`src/rtl/i2c_listen_pkg.sv`:
```
`default_nettype none
// +------------------------------------------------------------------+
// | Package : i2c_listen_pkg                                         |
// | Brief   : Shared constants for the passive I2C bus listener.     |
// | Rev     : 1.0  initial release                                   |
// +------------------------------------------------------------------+
package i2c_listen_pkg;

  localparam int I2C_FRAME_BITS = 9;
  localparam int I2C_CNT_WIDTH  = 8;

  // Field positions within a captured frame (8 data bits, then ACK/NAK)
  localparam int DATA_MSB = 8;
  localparam int DATA_LSB = 1;
  localparam int ACK_BIT  = 0;

endpackage
`default_nettype wire

```
`src/rtl/shift_register.sv`:
```
`default_nettype none
// +------------------------------------------------------------------+
// | Module : shift_register                                          |
// | Brief  : MSB-first serial-in/parallel-out register with clear.   |
// | Rev    : 1.0  initial release                                    |
// +------------------------------------------------------------------+
module shift_register
  import i2c_listen_pkg::*;
#(
  parameter int WIDTH = I2C_FRAME_BITS
) (
  input  logic             sysclk,
  input  logic             rst_n,
  input  logic             din,
  input  logic             shift_en,
  input  logic             shift_clr,
  output logic [WIDTH-1:0] shift_out
);

  logic [WIDTH-1:0] r_shift;
  logic [WIDTH-1:0] w_next;

  generate
    if (WIDTH > 1) begin : g_multi
      assign w_next = {r_shift[WIDTH-2:0], din};
    end else begin : g_single
      assign w_next = din;
    end
  endgenerate

  // Clear wins over shift; din is discarded when both are strobed
  always_ff @(posedge sysclk) begin
    if (!rst_n) begin
      r_shift <= '0;
    end else if (shift_clr) begin
      r_shift <= '0;
    end else if (shift_en) begin
      r_shift <= w_next;
    end
  end

  assign shift_out = r_shift;

endmodule
`default_nettype wire

```
`src/rtl/up_counter.sv`:
```
`default_nettype none
// +------------------------------------------------------------------+
// | Module : up_counter                                              |
// | Brief  : Clearable wrapping up-counter.                          |
// | Rev    : 1.0  initial release                                    |
// +------------------------------------------------------------------+
module up_counter
  import i2c_listen_pkg::*;
#(
  parameter int CNT_WIDTH = I2C_CNT_WIDTH
) (
  input  logic                 sysclk,
  input  logic                 rst_n,
  input  logic                 cnt_en,
  input  logic                 cnt_clr,
  output logic [CNT_WIDTH-1:0] count
);

  logic [CNT_WIDTH-1:0] r_count;

  // Natural modulo-2^CNT_WIDTH wrap, no saturation
  always_ff @(posedge sysclk) begin
    if (!rst_n) begin
      r_count <= '0;
    end else if (cnt_clr) begin
      r_count <= '0;
    end else if (cnt_en) begin
      r_count <= r_count + CNT_WIDTH'(1);
    end
  end

  assign count = r_count;

endmodule
`default_nettype wire

```
`src/rtl/i2c_sample_datapath.sv`:
```
`default_nettype none
// +------------------------------------------------------------------+
// | Module : i2c_sample_datapath                                     |
// | Brief  : I2C listener bit-collection datapath (shift + count).   |
// | Rev    : 1.0  initial release                                    |
// +------------------------------------------------------------------+
module i2c_sample_datapath
  import i2c_listen_pkg::*;
#(
  parameter int WIDTH     = I2C_FRAME_BITS,
  parameter int CNT_WIDTH = I2C_CNT_WIDTH
) (
  input  logic                 sysclk,
  input  logic                 rst_n,
  input  logic                 din,
  input  logic                 shift_en,
  input  logic                 shift_clr,
  input  logic                 cnt_en,
  input  logic                 cnt_clr,
  output logic [WIDTH-1:0]     shift_out,
  output logic [CNT_WIDTH-1:0] count,
  output logic                 last_bit
);

  localparam logic [CNT_WIDTH-1:0] C_LAST_CNT = CNT_WIDTH'(WIDTH - 1);

  shift_register #(
    .WIDTH (WIDTH)
  ) u_shift (
    .sysclk    (sysclk),
    .rst_n     (rst_n),
    .din       (din),
    .shift_en  (shift_en),
    .shift_clr (shift_clr),
    .shift_out (shift_out)
  );

  up_counter #(
    .CNT_WIDTH (CNT_WIDTH)
  ) u_count (
    .sysclk  (sysclk),
    .rst_n   (rst_n),
    .cnt_en  (cnt_en),
    .cnt_clr (cnt_clr),
    .count   (count)
  );

  // Zero-latency so the controller knows the current sample closes the frame
  assign last_bit = (count == C_LAST_CNT);

endmodule
`default_nettype wire

```
`config.mk`:
```
export PLATFORM = sky130hd
export DESIGN_NAME = i2c_sample_datapath
export DESIGN_NICKNAME = d
export VERILOG_FILES = /design/src/rtl/i2c_listen_pkg.sv /design/src/rtl/shift_register.sv /design/src/rtl/up_counter.sv /design/src/rtl/i2c_sample_datapath.sv
export SDC_FILE = /design/constraint.sdc
export NUM_CORES = 1
export LEC_CHECK = 0
export ABC_AREA = 1
export BUFFER_PORTS_ARGS = -buffer_cell sky130_fd_sc_hd__buf_2
export CORE_MARGIN = 2
export CORE_UTILIZATION = 45
export DETAILED_ROUTE_END_ITERATION = 10
export PLACE_DENSITY_LB_ADDON = 0.2
export SYNTH_ARGS = -nofsm -noshare
export SYNTH_HDL_FRONTEND = slang
export SYNTH_SLANG_ARGS = --single-unit
export TNS_END_PERCENT = 30
```
`constraint.sdc`:
```
create_clock -name sysclk -period 3.2 [get_ports sysclk]
set_input_delay 0.96 -clock sysclk [delete_from_list [all_inputs] [get_ports sysclk]]
set_output_delay 0.96 -clock sysclk [all_outputs]
set_load 0.05 [all_outputs]
```
==> out/metrics.csv <==
metric,value,unit
DR WL/cell,9.56,um
syn nets,106,
yosys warns,0,
reg2reg end,u_count.count[4],
total wire length,1.33,mm
CTS tree,built,
most frequent cells in the layout,"30 x nand2_1, 24 x buf_2, 17 x dfxtp_1",
vias in the first global route,596,
DRC,0,
drt via density,4.78,
Leakage,0.372,nW
Worst R2R Start,u_count.count[0],
final setup violation count,0,
Antenna diodes,0,
Clock Skews,0.00192,ns
DP Area,861,um^2
nets,133,
final worst slack,0.826,ns
clk_lat worst skew,0.27,ns
Via Count,664,
Final Hold Vio Count,0,
Post-Place Worst Slack,1.12,ns
CP Class,reg2out,
Detailed Place HPWL,1.04,mm
level count of the clock H-tree,1,
global placement routability congestion,0.798,
setup TNS,0,ns
largest net degree at the start of global routing,11,
worst r2r path cells,6,
Worst EP required,2.24,ns
Antenna Nets Post-Route,0,
initial antenna violation count,0,
Core ar.,0.00151,mm^2
fin cells,139,
status,"finished, final reports clean",
fillers,149,
synthesized instance count,97,
CP Max Fanout,6,
1st-iter DRT viols,15,
cts repair resizes,0,
"leading cell type in the layout, fill and taps excluded",nand2_1,
clk sinks,17,
Slowest cell on crit path,dfxtp_1,
Clock transition at path regs,0.09,ns
Layout area overhead,22.5,%
max_slew headroom,70.8,%
Hold Path Origin,u_shift.shift_out[8],
Row Count,14,
hold buffer count at cts,0,
gr usage total,15.9,%
Worst Hold Class,reg2reg,
"delay-heaviest family, CP",flip-flops,
Synth area leaders,"dfxtp_1 47%, nand2_1 16%, a21oi_1 10%",
critical path data arrival time,1.41,ns
total of max-cap violations,0,
fin crit share,74.2,%
CP peak stage delay,0.37,ns
Post CTS Setup Buffer Count,0,
die height,44.1,um
chip width,44.1,um
Worst-Margin Slew,0.438,ns
Buf/Inv on CP,2,
power per cell area,390,mW/mm^2
finished layout cell area,887,um^2
Clock Path Buffers,2,
post-synthesis register bit count,17,
FMAX,421,MHz
Synth top area share,47.0,%
share of layout cells above drive strength 1,28.5,%
I/O Pins,25,
first drt pass iteration count,4,
Worst VDD drop,0.260,mV
CP cell instances,"inv_1, ha_1, nand2_1, nor4_2, buf_2",
global route total overflow,0,
DIE AREA,0.00195,mm^2
"Endpoint, Worst Hold",u_shift.shift_out[8],
Yosys cell types,18,
synthesized area,724,um^2
Post-Place Cells,135,
Root Driver,clkbuf_4,
Critical Path Sink Type,output pin,
WHS Path Cells,2,
initial core utilization,48.1,%
syn avg cell area,7.47,um^2
RSZ-0062 raised after global routing,no,
reg2reg setup slack,2.07,ns
Slew Limit Fails,0,
Final min period,2.37,ns
global-route wire length before repair,2.33,mm
Synth area leader,dfxtp_1,
Buffers on Ports,24,
startpoint types,flop,
Num CTS Buffers,3,
"Seq/Total Area, Yosys",47.0,%
cell type report:
class,count,area (um^2),share of cell area [%]
tap,16,20.0,2.26
clock buffer,4,26.3,2.96
inverter,8,30.0,3.39
timing repair buffer,24,120,13.5
sequential,17,340,38.4
multi-input combinational,70,350,39.5
flip-flops by register name (all words and copies together) (netlist names):
signal and count:
u_count.count 8, u_shift.shift_out 9
Yosys cell counts:
library cell and n:
a21oi_1 15, a21oi_2 1, buf_2 2, clkinv_1 1, dfxtp_1 17, ha_1 2
inv_1 7, nand2_1 30, nand2_2 2, nand3_1 3, nand3_2 1, nor2_1 9
nor2_2 1, nor2_4 2, nor3_1 1, nor4_1 1, o21ai_0 1, or2_0 1
power by group:
group | internal [mW] | switching, mW | leakage, nW
registers | 0.213 | 0.00146 | 0.137
clock network | 0.0482 | 0.0603 | 0.0150
logic | 0.00701 | 0.0163 | 0.220
worst max-delay path by stage:
stage	end	startpoint	depth (start not counted)	slack, ns
2_1_floorplan	last_bit	u_count.count[0]	4	0.48
3_3_place_gp	last_bit	u_count.count[0]	5	1.15
3_5_place_dp	last_bit	u_count.count[0]	5	1.12
4_1_cts	last_bit	u_count.count[0]	5	0.79
5_1_grt	last_bit	u_count.count[0]	5	0.71
6_report	last_bit	u_count.count[0]	5	0.83
per-layer routing:
layer / wire (um) / up-vias / GRT usage, %
met1: 625 / 286 / 18.5
met2: 616 / 15 / 27.4
met4: 11 / 0 / 7.27
li1: - / 361 / -
met5: 0 / - / 0
met3: 75 / 2 / 3.67
metrics by stage:
stage / utilization (%) / power, mW / hold slack [ns]
floorplan: - / 0.235 / 0.682
global placement: 57.1 / 0.243 / 0.446
detailed placement: 57.1 / 0.243 / 0.462
CTS: 58.9 / 0.351 / 0.477
global route: 58.9 / 0.364 / 0.509
finish: 58.9 / 0.346 / 0.472
worst register-to-register path, stage by stage, from the launching register on:
cell     delay [ns]
dfxtp_1        0.42
ha_1           0.21
nand2_2        0.08
nor2_4         0.14
nand3_1        0.08
nand2_1        0.06
nor2_1         0.04
cells by family after synthesis:
| family | after synthesis | share of synthesized area (%) |
|---|---|---|
| AND/OR/NAND/NOR | 51 | 31.8 |
| flip-flops | 17 | 47.0 |
| buffers and inverters | 10 | 5.53 |
| adder cells (fa/ha/maj) | 2 | 3.45 |
| AO/OA/AOI/OAI | 17 | 12.3 |
Power figures use the tool's default switching activity.
